## config.mk

```make
export PLATFORM = sky130hd
export DESIGN_NAME = flags_cond_unit
export DESIGN_NICKNAME = d
export VERILOG_FILES = /design/src/rtl/flags_cond_unit_pkg.sv /design/src/rtl/flags_cond_unit_cond_eval.sv /design/src/rtl/flags_cond_unit.sv
export SDC_FILE = /design/constraint.sdc
export NUM_CORES = 1
export LEC_CHECK = 0
export ABC_AREA = 1
export CAP_MARGIN = 20
export CORE_MARGIN = 2
export CORE_UTILIZATION = 49
export DETAILED_ROUTE_END_ITERATION = 7
export DONT_BUFFER_PORTS = 1
export SLEW_MARGIN = 30
export SYNTH_ARGS = -nofsm -noshare
export SYNTH_HDL_FRONTEND = slang
export SYNTH_HIERARCHICAL = 1
export SYNTH_SLANG_ARGS = --single-unit
export TNS_END_PERCENT = 20
```

## constraint.sdc

```tcl
create_clock -name clk -period 5.2 [get_ports clk]
set_input_delay 1.04 -clock clk [delete_from_list [all_inputs] [get_ports clk]]
set_output_delay 1.04 -clock clk [all_outputs]
set_load 0.1 [all_outputs]
```

## src/rtl/flags_cond_unit_pkg.sv

```systemverilog
// Shared types and constants for the NZCV flag register and condition evaluator.
package flags_cond_unit_pkg;

    typedef enum logic [3:0] {
        CondEq = 4'h0,
        CondNe = 4'h1,
        CondCs = 4'h2,
        CondCc = 4'h3,
        CondMi = 4'h4,
        CondPl = 4'h5,
        CondVs = 4'h6,
        CondVc = 4'h7,
        CondHi = 4'h8,
        CondLs = 4'h9,
        CondGe = 4'hA,
        CondLt = 4'hB,
        CondGt = 4'hC,
        CondLe = 4'hD,
        CondAl = 4'hE,
        CondNv = 4'hF
    } cond_e;

    typedef struct packed {
        logic n;
        logic z;
        logic c;
        logic v;
    } flags_t;

    localparam int unsigned FLAG_N = 3;
    localparam int unsigned FLAG_Z = 2;
    localparam int unsigned FLAG_C = 1;
    localparam int unsigned FLAG_V = 0;

    // ALU ports arrive as {Neg, Z, O, Ca}; the register order is {N, Z, C, V}.
    function automatic flags_t alu_to_flags(input logic neg, input logic z, input logic ca,
                                            input logic o);
        logic [3:0] f;
        f         = '0;
        f[FLAG_N] = neg;
        f[FLAG_Z] = z;
        f[FLAG_C] = ca;
        f[FLAG_V] = o;
        return flags_t'(f);
    endfunction

endpackage

```

## src/rtl/flags_cond_unit_cond_eval.sv

```systemverilog
// Combinational condition-code check of a 4-bit code against an NZCV value.
module flags_cond_unit_cond_eval
    import flags_cond_unit_pkg::*;
(
    input  flags_t flags_i,
    input  cond_e  cond_i,
    output logic   pass_o
);

    always_comb begin
        pass_o = 1'b0;
        case (cond_i)
            CondEq: pass_o = flags_i.z;
            CondNe: pass_o = !flags_i.z;
            CondCs: pass_o = flags_i.c;
            CondCc: pass_o = !flags_i.c;
            CondMi: pass_o = flags_i.n;
            CondPl: pass_o = !flags_i.n;
            CondVs: pass_o = flags_i.v;
            CondVc: pass_o = !flags_i.v;
            CondHi: pass_o = flags_i.c && !flags_i.z;
            CondLs: pass_o = !flags_i.c || flags_i.z;
            CondGe: pass_o = (flags_i.n == flags_i.v);
            CondLt: pass_o = (flags_i.n != flags_i.v);
            CondGt: pass_o = !flags_i.z && (flags_i.n == flags_i.v);
            CondLe: pass_o = flags_i.z || (flags_i.n != flags_i.v);
            CondAl: pass_o = 1'b1;
            CondNv: pass_o = 1'b0;
            default: pass_o = 1'b0;
        endcase
    end

endmodule

```

## src/rtl/flags_cond_unit.sv

```systemverilog
// Architectural NZCV register with shadow copy, condition evaluation stage over a
// valid/ready handshake, and saturating executed/skipped counters.
module flags_cond_unit
    import flags_cond_unit_pkg::*;
#(
    parameter int unsigned TAG_W = 8,
    parameter int unsigned CNT_W = 16,
    parameter int unsigned FWD   = 1
) (
    input  logic             clk,
    input  logic             rst_n,
    input  logic             flag_we,
    input  logic             neg_in,
    input  logic             z_in,
    input  logic             o_in,
    input  logic             ca_in,
    input  logic             save_req,
    input  logic             restore_req,
    input  logic             in_valid,
    output logic             in_ready,
    input  logic [3:0]       in_cond,
    input  logic [TAG_W-1:0] in_tag,
    output logic             out_valid,
    input  logic             out_ready,
    output logic             out_exec,
    output logic [TAG_W-1:0] out_tag,
    output logic [3:0]       flags_q,
    output logic [CNT_W-1:0] exec_cnt,
    output logic [CNT_W-1:0] skip_cnt,
    input  logic             clr_cnt
);

    flags_t           arch_q, arch_d;
    flags_t           shadow_q, shadow_d;
    flags_t           alu_flags, eval_flags;
    logic             pass, accept;
    logic             out_valid_q, out_valid_d;
    logic             out_exec_q, out_exec_d;
    logic [TAG_W-1:0] out_tag_q, out_tag_d;
    logic [CNT_W-1:0] exec_cnt_q, exec_cnt_d;
    logic [CNT_W-1:0] skip_cnt_q, skip_cnt_d;

    assign alu_flags = alu_to_flags(neg_in, z_in, ca_in, o_in);

    // Evaluate against the value flags_q will hold after this edge (when forwarding).
    always_comb begin
        eval_flags = arch_q;
        if (restore_req) begin
            eval_flags = shadow_q;
        end else if ((FWD != 0) && flag_we) begin
            eval_flags = alu_flags;
        end
    end

    flags_cond_unit_cond_eval u_cond_eval (
        .flags_i (eval_flags),
        .cond_i  (cond_e'(in_cond)),
        .pass_o  (pass)
    );

    assign in_ready = !out_valid_q || out_ready;
    assign accept   = in_valid && in_ready;

    always_comb begin
        arch_d      = arch_q;
        shadow_d    = shadow_q;
        out_valid_d = out_valid_q;
        out_exec_d  = out_exec_q;
        out_tag_d   = out_tag_q;
        exec_cnt_d  = exec_cnt_q;
        skip_cnt_d  = skip_cnt_q;

        if (restore_req) begin
            arch_d = shadow_q;
        end else if (flag_we) begin
            arch_d = alu_flags;
        end
        // Reads the pre-edge arch_q, so save+restore swaps the two registers.
        if (save_req) begin
            shadow_d = arch_q;
        end

        if (accept) begin
            out_valid_d = 1'b1;
            out_exec_d  = pass;
            out_tag_d   = in_tag;
        end else if (out_ready) begin
            out_valid_d = 1'b0;
        end

        if (clr_cnt) begin
            exec_cnt_d = '0;
            skip_cnt_d = '0;
        end else if (accept) begin
            if (pass && (exec_cnt_q != '1)) begin
                exec_cnt_d = exec_cnt_q + CNT_W'(1);
            end
            if (!pass && (skip_cnt_q != '1)) begin
                skip_cnt_d = skip_cnt_q + CNT_W'(1);
            end
        end
    end

    always_ff @(posedge clk or negedge rst_n) begin
        if (!rst_n) begin
            arch_q      <= '0;
            shadow_q    <= '0;
            out_valid_q <= 1'b0;
            out_exec_q  <= 1'b0;
            out_tag_q   <= '0;
            exec_cnt_q  <= '0;
            skip_cnt_q  <= '0;
        end else begin
            arch_q      <= arch_d;
            shadow_q    <= shadow_d;
            out_valid_q <= out_valid_d;
            out_exec_q  <= out_exec_d;
            out_tag_q   <= out_tag_d;
            exec_cnt_q  <= exec_cnt_d;
            skip_cnt_q  <= skip_cnt_d;
        end
    end

    assign flags_q   = arch_q;
    assign out_valid = out_valid_q;
    assign out_exec  = out_exec_q;
    assign out_tag   = out_tag_q;
    assign exec_cnt  = exec_cnt_q;
    assign skip_cnt  = skip_cnt_q;

endmodule

```

==> reports/metrics.cfg <==
[yosys]
netlist_instances = 428
synth.avg_cell_area_um2 = 7.26
synthTopCellsByArea = dfrtp_1 (40%), nand2_1 (16%), nand3_1 (9.2%)
synth_cell_types = 33
yosysTopAreaCell = dfrtp_1
ys_seq_area_share_pct = 40.3
ys_ff_latch = 50
yosysWarnings = 6
netlist_area_um2 = 3110
yosys.area.top_type_share_pct = 40.3
syn-num-nets = 454

[clock_network]
cts-root-buf = clkbuf_8
clock_latency_ns = 0.31
numCtsBuffers = 5
hold_buffers = 0
clk_pin_slew_ns = 0.11
cts_tree = built
clk_path_buf_depth = 2
cts-htree-levels = 2
clock_sinks = 50
cts_setup_buffers = 0
cts_resized = 0

[drt]
vias_per_cell = 5.37
postRouteAntennaNets = 0
vias = 2697
dr.pass1.iters = 4
dr.first_iter.drc_count = 169
drc_errors = 0
wl_per_cell_um = 14.5
routed_wl_um = 7280

[power_and_ir_drop]
power_density_nw_per_um2 = 282
ir_drop_uv = 183
leakagePower_nw = 1.52

[status]
outcome = complete, no violations

[critical_path]
cp_slowest_stage_delay_ns = 0.95
cp_common_cell = nand2_1
arrival_ns = 3.61
startpoint_type = flip-flop
crit_path_max_fanout = 15
crit_type = flip-flop to flip-flop
worstPathRequired_ns = 5.40
slowest_stage = dfrtp_1
end_kind = flip-flop
crit_chain = nand2_1, nand2_1, nor2_1, nand2_4, nand2_2, nand2_1, o21ai_2

[sta]
skew_ns = 0.0111
setup_viol = 0
rsz0062_at_grt = false
fin_crit_sh_pct = 65.4
fmax_ghz = 0.294
hold_violations = 0
relSlewSlack_pct = 32.2
fin_crit_ns = 3.40
tns_ns = 0
drv_slew = 0
worstMarginPinSlew_ns = 1.02

[floorplanning]
boundaryPins = 71
rows = 29
die_x_um = 83.6
dieArea_um2 = 6990
die_y_um = 83.6
initial_core_util_pct = 49.8
core_um2 = 6240

[finish]
syn2layout_area_growth_pct = 4.31
drive_gt1_share_pct = 13.4
layout_commonest_cell = nand2_1
fin_cells = 502
final_cell_area_um2 = 3240
n_antenna_cell = 0
final_cell_mix = nand2_1 (132), nand3_1 (57), nor2_1 (55)
fin_nets = 450

[place]
gp_congestion = 0.922
io_buffer_count = 0
placedInstanceArea_um2 = 3140
place_inst = 494
hpwl_um = 5090

[global_route]
overflow = 0
grt_max_degree = 51
grt_usage_pct = 21.1
grt_pass1_vias = 2471
antenna_found_initial = 0
grt_pass1_wl_um = 12200

[flow_run]
drv_cap = 0

[min_path]
hold_path_class = input port to async pin

synth_stat cells (all sizes together):
cell type    n
nand2      139
nor2        64
nand3       58
dfrtp       50
inv         37
nand4       11
xor2        11
o21ai       10
a21oi        8
buf          8
mux2         8
nor3         7
a22oi        4
clkbuf       4
o211ai       3
ha           2
clkinv       1
nand3b       1
o21bai       1
xnor2        1
flip-flops by register name, indices dropped and copies added, names as in the netlist:
signal,flops
exec_cnt,16
skip_cnt,16
out_tag,8
flags_q,4
shadow_q,4
out_exec,1
out_valid,1
final timing paths:
| check | to | depth (start not counted) | startpoint | slack (ns) |
|---|---|---|---|---|
| worst max register to register | exec_cnt[9] | 7 | out_valid | 1.80 |
| min in group clk | shadow_q[1] | 2 | shadow_q[1] | 0.53 |
| worst max-delay path | exec_cnt[9] | 7 | out_valid | 1.80 |
| worst min register to register | shadow_q[1] | 2 | shadow_q[1] | 0.53 |
| max in group asynchronous | exec_cnt[10] | 0 | rst_n | 4.67 |
| worst min-delay path | skip_cnt[8] | 0 | rst_n | 0.41 |
cells by family (layout without fill, tap and decap cells):
| logic type | after synthesis | in the layout | share of synthesized area (%) |
|---|---|---|---|
| AND/OR/NAND/NOR | 280 | 280 | 40.4 |
| flip-flops | 50 | 50 | 40.3 |
| buffers and inverters | 50 | 47 | 7.13 |
| AO/OA/AOI/OAI | 26 | 26 | 5.08 |
| XOR/XNOR | 12 | 12 | 3.38 |
| multiplexers | 8 | 8 | 2.90 |
| adder cells (fa/ha/maj) | 2 | 2 | 0.806 |
through the flow:
| stage | setup WS [ns] | power [mW] | hold slack (ns) | util, % |
|---|---|---|---|---|
| 2_1_floorplan | 2.27 | 0.664 | 0.491 | - |
| 3_3_place_gp | 1.82 | 0.673 | 0.509 | 50.2 |
| 3_5_place_dp | 1.77 | 0.676 | 0.520 | 50.3 |
| 4_1_cts | 1.78 | 0.921 | 0.397 | 51.8 |
| 5_1_grt | 1.53 | 0.949 | 0.385 | 51.9 |
| 6_report | 1.80 | 0.913 | 0.410 | 51.9 |
critical path, delay by kind of cell, from the launching register on:
family	cells	cell delay, ns
simple gates	6	2.28
flops	1	0.95
compound gates	1	0.06
layout make-up:
type | instances | area [um^2]
clock buffers | 5 | 68.8
clock inverters | 3 | 25.0
fillers | 625 | 3000
inverters | 38 | 143
multi-input cells | 328 | 1630
flip-flops and latches | 50 | 1270
well taps | 77 | 96.3
repair buffers | 1 | 7.51
report_power, final:
group	switching (mW)	internal, mW
logic	0.0640	0.0309
registers	0.164	0.409
clock network	0.147	0.0976
total	0.375	0.537
metal layers:
metal / up-vias / GRT usage [%] / share of wire (%)
met2: 83 / 31.6 / 45
met3: 7 / 5.54 / 6.4
met1: 1243 / 30.8 / 48
li1: 1364 / - / -
met5: - / 0 / 0
met4: 0 / 4.84 / 1.0
Note: power is estimated with default switching activity, not from simulation.
==> RTL edit: new RTL, same flow settings <==
Reset style: synchronous (`rst_n`), changed in one clocked block.
--- a/src/rtl/flags_cond_unit.sv
+++ b/src/rtl/flags_cond_unit.sv
@@ -101,7 +101,7 @@
         end
     end
 
-    always_ff @(posedge clk or negedge rst_n) begin
+    always_ff @(posedge clk) begin
         if (!rst_n) begin
             arch_q      <= '0;
             shadow_q    <= '0;
Check against the original RTL: differs if rst_n is asserted again (counterexample within 4 cycles, from zero or initial values and one cycle with rst_n low); with rst_n held inactive, the same outputs for 10 cycles.
==> RTL edit against the unedited design <==
Final area fell by 4.3%; count of clock-buffer cells in the layout did not move; power fell by 12%; first-iteration DRC count fell by 49%; sequential cell count did not move; worst setup slack improved by 0.19 ns; synthesized cell count rose by 4.0%; clock power fell by 7%; worst hold slack improved by 0.055 ns; global-route usage fell by 0.49 points; area after synthesis fell by 5.9%; clock skew fell by 0.0014 ns; routed wire length fell by 12%; largest cell class unchanged.
==> RTL edit: results (changes against the unedited design) <==
layout cells sized above 1=20.4% (+7.0 points); Post-Route WL=6420 um (-12%); Mean Syn Cell Area=6.57 um2 (-9.5%); RR Startpoint=flags_q[2]; htree depth=2 (unchanged); Commonest cells post-synth=nand2_1, nor2_1, inv_1; clk slew on worst S/H paths=0.10 ns; FF-to-FF path depth=16 (+9); top post-synthesis cells by area=dfxtp_1, nand2_1, nor2_1; VDD IR max=0.126 mV (-31%); HPWL Detailed=4770 um (-6.3%); final weighted congestion in routability-driven placement=0.928 (+0.67%); nets=471 (+4.7%); hold_sp=shadow_q[1]; Cells after DPL=513 (+3.8%); Tightest Hold Check Type=flop to flop; Seq/Total Area, Yosys=34.3% (-6.0 points); NetSw=0.285 mW (-24%); first drt pass iteration count=4 (unchanged); startpoint types=flop; Worst R2R Setup Slack=1.99 ns (+0.19 ns); Vias=2630 (-2.5%); initial DRC count=86 (-49%); Critical Path End=skip_cnt[10]; pin count of the biggest net entering global routing=27 (-47%); Finished Layout Cells=521 (+3.8%); clk_skew=0.00972 ns (-0.00136 ns); post-CTS resize count=0 (unchanged); Leak=1.26 nW (-17%); run status=complete, no violations; Arr. time, crit path=3.42 ns (-0.19 ns); vias in the first global route=2439 (-1.3%); Rel. slew slack=30.7% (-1.5 points); crit path max fanout=26 (+11); FMAX=311 MHz (+5.9%); Max Buffers Root-to-Sink=2 (unchanged); asr flop ratio synth=0% (-100 points); Overall Global Routing Usage=20.6% (-0.49 points); first-pass GRT wire length=11000 um (-10%); Post-CTS Setup Bufs=0 (unchanged)
## RTL edit: final cells by class
cell class	instances	area [um2]
fill	597	2750
clock buffer	5	68.8
clock inverter	3	21.3
tap	75	93.8
inverter	63	239
timing repair buffer	1	7.51
sequential	50	1040
multi-input combinational	324	1630
## RTL edit: metrics by stage
step / hold WS [ns] / cell area (um2) / power, mW / setup WS, ns
final: 0.464 / 3100 / 0.803 / 1.99
after detailed placement: 0.450 / 3010 / 0.583 / 1.95
after CTS: 0.467 / 3100 / 0.817 / 2.01
after global placement: 0.447 / 2970 / 0.582 / 1.96
after floorplan: 0.424 / 2920 / 0.572 / 2.31
after global routing: 0.482 / 3100 / 0.841 / 1.70
## RTL edit: worst min path at each step
stage	endpoint	cells past startpoint	slack [ns]
floorplan	shadow_q[0]	2	0.42
global placement	shadow_q[2]	2	0.45
detailed placement	shadow_q[1]	2	0.45
CTS	shadow_q[1]	2	0.47
global route	shadow_q[1]	2	0.48
finish	shadow_q[1]	2	0.46
## RTL edit: cell families after synthesis
family	after synthesis	share of synthesized area (%)
flops	50	34.3
simple gates	261	42.2
xor+xnor	6	1.80
buf+inv	71	10.2
compound gates	55	10.7
fa+ha+maj	2	0.856
## RTL edit: power by group through the flow
stage | logic [mW] | registers (mW) | clock network [mW]
after floorplan | 0.0901 | 0.482 | 0
after global placement | 0.0968 | 0.485 | 0
after detailed placement | 0.0981 | 0.485 | 0
after CTS | 0.0984 | 0.477 | 0.242
after global routing | 0.113 | 0.478 | 0.250
final | 0.0982 | 0.476 | 0.229
## RTL edit: critical path, cell delays in order, from the launching register on
cell	delay (ns)
dfxtp_1	1.01
or2_2	0.24
o211ai_1	0.09
o21ai_0	0.19
inv_1	0.15
nand3_1	0.11
nand2_1	0.06
inv_1	0.06
nand2_1	0.05
nand2_1	0.06
nand3_1	0.06
nand2_1	0.07
nand3_2	0.12
nor2_4	0.55
nand3_1	0.15
nand2_1	0.09
nor2_1	0.04
## RTL edit: routing by layer
metal  vias to the layer above  global-route usage, %  share of wire, %
met1                      1158                   27.4                49
met3                         4                   6.22               7.2
met2                        71                   33.1                44
met5                         -                      0                 0
met4                         0                   4.41              0.51
li1                       1397                      -                 -
